`src/rtl/imem_pkg.sv`:
```
// ---------------------------------------------------------------------------
// imem_pkg
// Shared definitions for the instruction memory:
//   XLEN_DEF       default instruction width
//   HALT_WORD_DEF  encoding that ends execution
//   state_t        fetch-controller states
//   BOOT_IMAGE     built-in program loaded on reset (BOOT_LEN words)
// ---------------------------------------------------------------------------
package imem_pkg;

    localparam int          XLEN_DEF      = 32;
    localparam logic [31:0] HALT_WORD_DEF = 32'hffff_ffff;
    localparam int          BOOT_LEN      = 6;

    typedef enum logic [1:0] {
        RUN  = 2'd0,
        PROG = 2'd1,
        HALT = 2'd2
    } state_t;

    // Small demo program: addi/add sequence, followed by HALT_WORD in every
    // remaining word of the array.
    localparam logic [31:0] BOOT_IMAGE [BOOT_LEN] = '{
        32'h0000_0093,
        32'h0100_0113,
        32'h0640_0193,
        32'h0080_0213,
        32'h0020_82b3,
        32'h0041_8333
    };

endpackage

```
`src/rtl/imem_boot_rom.sv`:
```
// ---------------------------------------------------------------------------
// imem_boot_rom
// Combinational boot-image lookup: word address -> reset value of that word.
// Addresses past the end of the built-in image return HALT_WORD.
// Ports:
//   i_addr  in   ADDR_W  word address
//   o_word  out  XLEN    boot value for that address
// ---------------------------------------------------------------------------
module imem_boot_rom
    import imem_pkg::*;
#(
    parameter int               XLEN      = XLEN_DEF,
    parameter int               ADDR_W    = 5,
    parameter logic [XLEN-1:0]  HALT_WORD = XLEN'(HALT_WORD_DEF)
) (
    input  logic [ADDR_W-1:0] i_addr,
    output logic [XLEN-1:0]   o_word
);

    always_comb begin
        o_word = HALT_WORD;
        for (int k = 0; k < BOOT_LEN; k++) begin
            if (32'(i_addr) == 32'(k)) begin
                o_word = XLEN'(BOOT_IMAGE[k]);
            end
        end
    end

endmodule

```
`src/rtl/instruction_mem.sv`:
```
// ---------------------------------------------------------------------------
// instruction_mem
// Re-programmable instruction memory between fetch and decode. Registered
// fetch port (1-cycle latency) with a valid/ready output handshake; a
// program port overwrites words while in program mode. Fetch stops once a
// HALT_WORD has been delivered.
//
// state | meaning
// ------+---------------------------------------------------------------
// RUN   | fetch requests are granted, words delivered over valid/ready
// PROG  | fetch blocked, program-port writes accepted
// HALT  | HALT_WORD delivered; requests ignored until PROG or rst
//
// Ports:
//   clk          in   1       rising-edge clock
//   rst          in   1       synchronous active-high reset
//   prog_en      in   1       program mode request
//   prog_we      in   1       write strobe (PROG only)
//   prog_addr    in   ADDR_W  write word address
//   prog_data    in   XLEN    write data
//   fetch_req    in   1       fetch request
//   fetch_addr   in   ADDR_W  fetch word address
//   fetch_gnt    out  1       request accepted this cycle (combinational)
//   instr_valid  out  1       instr holds an undelivered word
//   instr_ready  in   1       consumer takes instr this cycle
//   instr        out  XLEN    fetched word
//   halted       out  1       sticky: HALT_WORD delivered
//   fetch_err    out  1       pulse: accepted fetch was out of range
// ---------------------------------------------------------------------------
module instruction_mem
    import imem_pkg::*;
#(
    parameter int               XLEN      = XLEN_DEF,
    parameter int               DEPTH     = 32,
    parameter int               ADDR_W    = $clog2(DEPTH),
    parameter logic [XLEN-1:0]  HALT_WORD = XLEN'(HALT_WORD_DEF)
) (
    input  logic              clk,
    input  logic              rst,
    input  logic              prog_en,
    input  logic              prog_we,
    input  logic [ADDR_W-1:0] prog_addr,
    input  logic [XLEN-1:0]   prog_data,
    input  logic              fetch_req,
    input  logic [ADDR_W-1:0] fetch_addr,
    output logic              fetch_gnt,
    output logic              instr_valid,
    input  logic              instr_ready,
    output logic [XLEN-1:0]   instr,
    output logic              halted,
    output logic              fetch_err
);

    logic [XLEN-1:0] r_mem [DEPTH];
    state_t          r_state;
    logic [XLEN-1:0] r_instr;
    logic            r_valid;
    logic            r_halted;
    logic            r_err;

    logic [XLEN-1:0] w_boot [DEPTH];
    logic            w_fetch_oob;
    logic            w_prog_oob;
    logic            w_deliver;
    logic            w_last;
    logic            w_gnt;
    logic            w_prog_wr;
    logic [XLEN-1:0] w_rd_data;

    // One ROM lookup per word so the whole array reloads on a single edge.
    for (genvar gi = 0; gi < DEPTH; gi++) begin : g_boot
        imem_boot_rom #(
            .XLEN      (XLEN),
            .ADDR_W    (ADDR_W),
            .HALT_WORD (HALT_WORD)
        ) u_rom (
            .i_addr (ADDR_W'(gi)),
            .o_word (w_boot[gi])
        );
    end

    // Range checks are done at 32 bits so they stay meaningful when DEPTH
    // is not a power of two (address field can exceed the array).
    assign w_fetch_oob = 32'(fetch_addr) >= 32'(DEPTH);
    assign w_prog_oob  = 32'(prog_addr)  >= 32'(DEPTH);

    assign w_deliver = r_valid & instr_ready;

    // Delivering HALT_WORD ends execution on that same edge, so no new
    // fetch may be granted alongside it: the halt word is the last word.
    assign w_last = w_deliver & (r_instr == HALT_WORD);

    assign w_gnt = fetch_req & (r_state == RUN) & ~prog_en
                 & (~r_valid | instr_ready) & ~w_last;

    // prog_en must still be high: a write on the cycle prog_en falls is
    // dropped even though the state is still PROG.
    assign w_prog_wr = (r_state == PROG) & prog_en & prog_we & ~w_prog_oob;

    assign w_rd_data = w_fetch_oob ? HALT_WORD : r_mem[fetch_addr];

    always_ff @(posedge clk) begin
        if (rst) begin
            for (int i = 0; i < DEPTH; i++) begin
                r_mem[i] <= w_boot[i];
            end
        end else if (w_prog_wr) begin
            r_mem[prog_addr] <= prog_data;
        end
    end

    always_ff @(posedge clk) begin
        if (rst) begin
            r_state  <= RUN;
            r_instr  <= HALT_WORD;
            r_valid  <= 1'b0;
            r_halted <= 1'b0;
            r_err    <= 1'b0;
        end else begin
            r_err <= 1'b0;
            case (r_state)
                RUN: begin
                    if (prog_en) begin
                        // Held word is discarded when programming starts.
                        r_state  <= PROG;
                        r_valid  <= 1'b0;
                        r_halted <= 1'b0;
                    end else begin
                        if (w_gnt) begin
                            r_instr <= w_rd_data;
                            r_valid <= 1'b1;
                            r_err   <= w_fetch_oob;
                        end else if (w_deliver) begin
                            r_valid <= 1'b0;
                        end
                        if (w_last) begin
                            r_state  <= HALT;
                            r_halted <= 1'b1;
                        end
                    end
                end
                PROG: begin
                    r_valid  <= 1'b0;
                    r_halted <= 1'b0;
                    if (!prog_en) begin
                        r_state <= RUN;
                    end
                end
                HALT: begin
                    r_valid <= 1'b0;
                    if (prog_en) begin
                        r_state  <= PROG;
                        r_halted <= 1'b0;
                    end
                end
                default: begin
                    r_state <= RUN;
                    r_valid <= 1'b0;
                end
            endcase
        end
    end

    assign fetch_gnt   = w_gnt;
    assign instr_valid = r_valid;
    assign instr       = r_instr;
    assign halted      = r_halted;
    assign fetch_err   = r_err;

endmodule

```
`config.mk`:
```
export PLATFORM = sky130hd
export DESIGN_NAME = instruction_mem
export DESIGN_NICKNAME = d
export VERILOG_FILES = /design/src/rtl/imem_pkg.sv /design/src/rtl/imem_boot_rom.sv /design/src/rtl/instruction_mem.sv
export SDC_FILE = /design/constraint.sdc
export NUM_CORES = 1
export LEC_CHECK = 0
export ABC_CLOCK_PERIOD_IN_PS = 4500
export CAP_MARGIN = 5
export CORE_ASPECT_RATIO = 1.1
export CORE_MARGIN = 4
export CORE_UTILIZATION = 55
export DETAILED_ROUTE_END_ITERATION = 16
export PLACE_DENSITY = 0.7
export SYNTH_ARGS = -nofsm -noshare
export SYNTH_HDL_FRONTEND = slang
export SYNTH_SLANG_ARGS = --single-unit
```
`constraint.sdc`:
```
create_clock -name clk -period 4.5 [get_ports clk]
set_input_delay 0.9 -clock clk [delete_from_list [all_inputs] [get_ports clk]]
set_output_delay 0.9 -clock clk [all_outputs]
set_load 0.01 [all_outputs]
```
==> impl_metrics.yaml <==
pwr:
  totalPowerFinal_mw: 21.1
  seqPwrFrac: 0.517
  p_leak_nw: 13.5
  p_per_area_mw_per_mm2: 392
  pwr-share-comb: 0.061
  p_clk_frac: 0.422
  peakVddDrop_mv: 0.314
  p_int_mw: 16.4
  power.switching_mw: 4.67
  p_sw_frac: 0.221
yosys:
  syn_area_mm2: 0.0480
  yosysTopAreaCell: "edfxtp_1"
  synth_area_per_cell_um2: 15.5
  synth_top_area_share: 0.641
  ys_ff_latch: 1060
  yosys_warnings: 0
  synth_enable_flop_cells: 1024
  yosysSeqAreaShare: 0.656
  ys.flop_type: "edfxtp_1"
  synth_commonest_cells: "1,024 x edfxtp_1, 874 x or3_1, 338 x clkbuf_1, 263 x mux4_2, 153 x and2_1"
  synth_cells: 3093
  synth_most_common_cell: "edfxtp_1"
  synthDistinctLibCells: 43
  yosys-top-cells-area: "edfxtp_1 64%, mux4_2 12%, or3_1 11%"
  syn-num-nets: 3145
  ys_async_sr_fraction: 0
floorplan:
  die_h_um: 318
  start_util: 0.555
  die_w_um: 290
  die_area_mm2: 0.0920
  coreArea_mm2: 0.0864
  rows: 113
  top_level_ports: 84
detailed_routing:
  finalWirelength_um: 132000
  routedWlPerCell_um: 31.0
  final_antenna_net_count: 0
  via_per_inst: 6.79
  drtIter0Drc: 3477
  dr.pass1.iters: 6
  vias: 29000
  drc: 0
global_routing:
  overflow: 0
  antenna_found_initial: 7
  grt_pass1_vias: 29400
  grt_pass1_wl_um: 196000
  grtUsageTotal: 0.288
  grt_max_degree: 131
timing:
  fmax_ghz: 0.246
  hold_viol: 0
  slew_violations: 0
  worstMarginPinSlew_ps: 1330
  finalCriticalPeriod_ps: 4070
  period_share: 0.904
  setup_viol: 0
  max-slew-margin-rel: 0.108
  rsz0062_at_grt: "no"
  final.setup_skew_ps: 24.4
clock_network:
  cts_setup_buffers: 0
  h-tree-depth: 3
  clkTransAtPathRegs_ps: 60
  max-clock-path-buffers: 3
  clock_sinks: 1060
  cts-buffers-inserted: 105
  clk_latency_ps: 680
  cts_hold_buf: 0
  cts_tree: "yes"
  cts_root_buffer: "clkbuf_16"
  cts_resized: 0
critical_path:
  critPathLaunchType: "primary input"
  endpoint_kind: "flop"
  cp.arrival_ps: 4690
  worst_ep_required_time_ps: 5120
  path_max_fanout: 13
  critPathKind: "in2reg"
layout:
  antenna_cells: 0
  layout.cells.non_filler: 4262
  fin_util: 0.622
  n_fill_cell: 6084
  drive_gt1_frac: 0.208
  multi_input_area_mm2: 0.0151
  layout.area.seq_mm2: 0.0315
  syn_to_final_growth_pct: 12.1
  nets: 3077
  final_area_mm2: 0.0538
status:
  status: "complete, no violations"
placement:
  globalplace.congestion: 0.884
  dp_cells: 4068
  io_buffer_count: 82
  post_dp_cell_area_mm2: 0.0503
  dp_hpwl_um: 77800
flow_run:
  drv_cap: 0
min_path:
  hold_path.class: "reg2reg"
==> kinds of logic after synthesis <==
kind of cell	Yosys count	share of synthesized area
buffers and inverters	415	0.0373
flip-flops	1060	0.656
AND/OR/NAND/NOR	1124	0.145
AO/OA/AOI/OAI	194	0.0302
multiplexers	295	0.130
adder cells (fa/ha/maj)	4	0.00104
other	1	0.0000782
==> worst max-delay path, cell delays in order <==
cell	delay [ps]
clkdlybuf4s50_1	650
clkinv_1	510
nand3_1	920
buf_4	310
buf_4	260
o22ai_1	160
a211oi_1	690
a221o_1	250
==> routing by layer <==
layer  GRT usage  wire (um)  up-vias
li1            -          -    12100
met1       0.390      48300    14900
met2       0.463      64700     1645
met3      0.0610      13700      292
met4       0.111       5230        2
met5           0         10        -
==> power groups by stage <==
stage,Sequential [mW],Clock [mW],Combinational [mW]
global placement,11.1,0,1.25
global route,10.9,9.40,1.34
CTS,10.9,8.96,1.28
finish,10.9,8.90,1.28
floorplan,11.1,0,0.693
detailed placement,11.1,0,1.28
==> path summary, 6_finish.rpt <==
path | start | slack, ps | cells after the start | end
min reg2reg | halted$_SDFFE_PP0P_ | 520 | 2 | halted$_SDFFE_PP0P_
max | fetch_addr[3] | 430 | 8 | instr[7]$_SDFFE_PP1P_
max reg2reg | r_state[1]$_SDFFE_PP0P_ | 1230 | 7 | r_mem[10][4]$_SDFFCE_PN1P_
min | halted$_SDFFE_PP0P_ | 520 | 2 | halted$_SDFFE_PP0P_
==> stage by stage <==
step	worst slack [ps]	hold slack, ps	setup TNS [ps]
2_1_floorplan	-209	509	-106060
6_report	433	516	0
3_3_place_gp	-37.3	483	-37.3
3_5_place_dp	-136	509	-198
5_1_grt	484	537	0
4_1_cts	571	518	0
==> state kept, by name, summed over array words and instances (netlist names) <==
signal and count:
instr_valid 1, r_mem 1024, r_state 2, instr 32
halted 1
==> area by class of cell <==
type,instances,area share
flip-flops and latches,1060,0.585
multi-input cells,1618,0.282
clock buffers,141,0.0552
repair buffers,233,0.0408
well taps,1150,0.0268
clock inverters,53,0.00975
inverters,7,0.000512
==> layout by cell type (no fill, tap or decap), drive strengths merged, types with 2 or more instances in the layout <==
cell type / n
clkbuf: 142
nor3: 26
mux4: 263
clkinvlp: 3
o22ai: 64
mux2i: 25
inv: 5
edfxtp: 1024
a221o: 25
dfxtp: 36
a211oi: 51
or3: 874
bufinv: 10
buf: 153
o31ai: 2
mux2: 7
ha: 4
nor2b: 27
clkdlybuf4s50: 79
nand3: 3
or2: 2
nand3b: 5
o311ai: 8
nand2b: 3
nand4: 9
clkinv: 42
o21ai: 39
nor2: 13
nand2: 5
and2: 153
(Power assumes the default switching activity.)
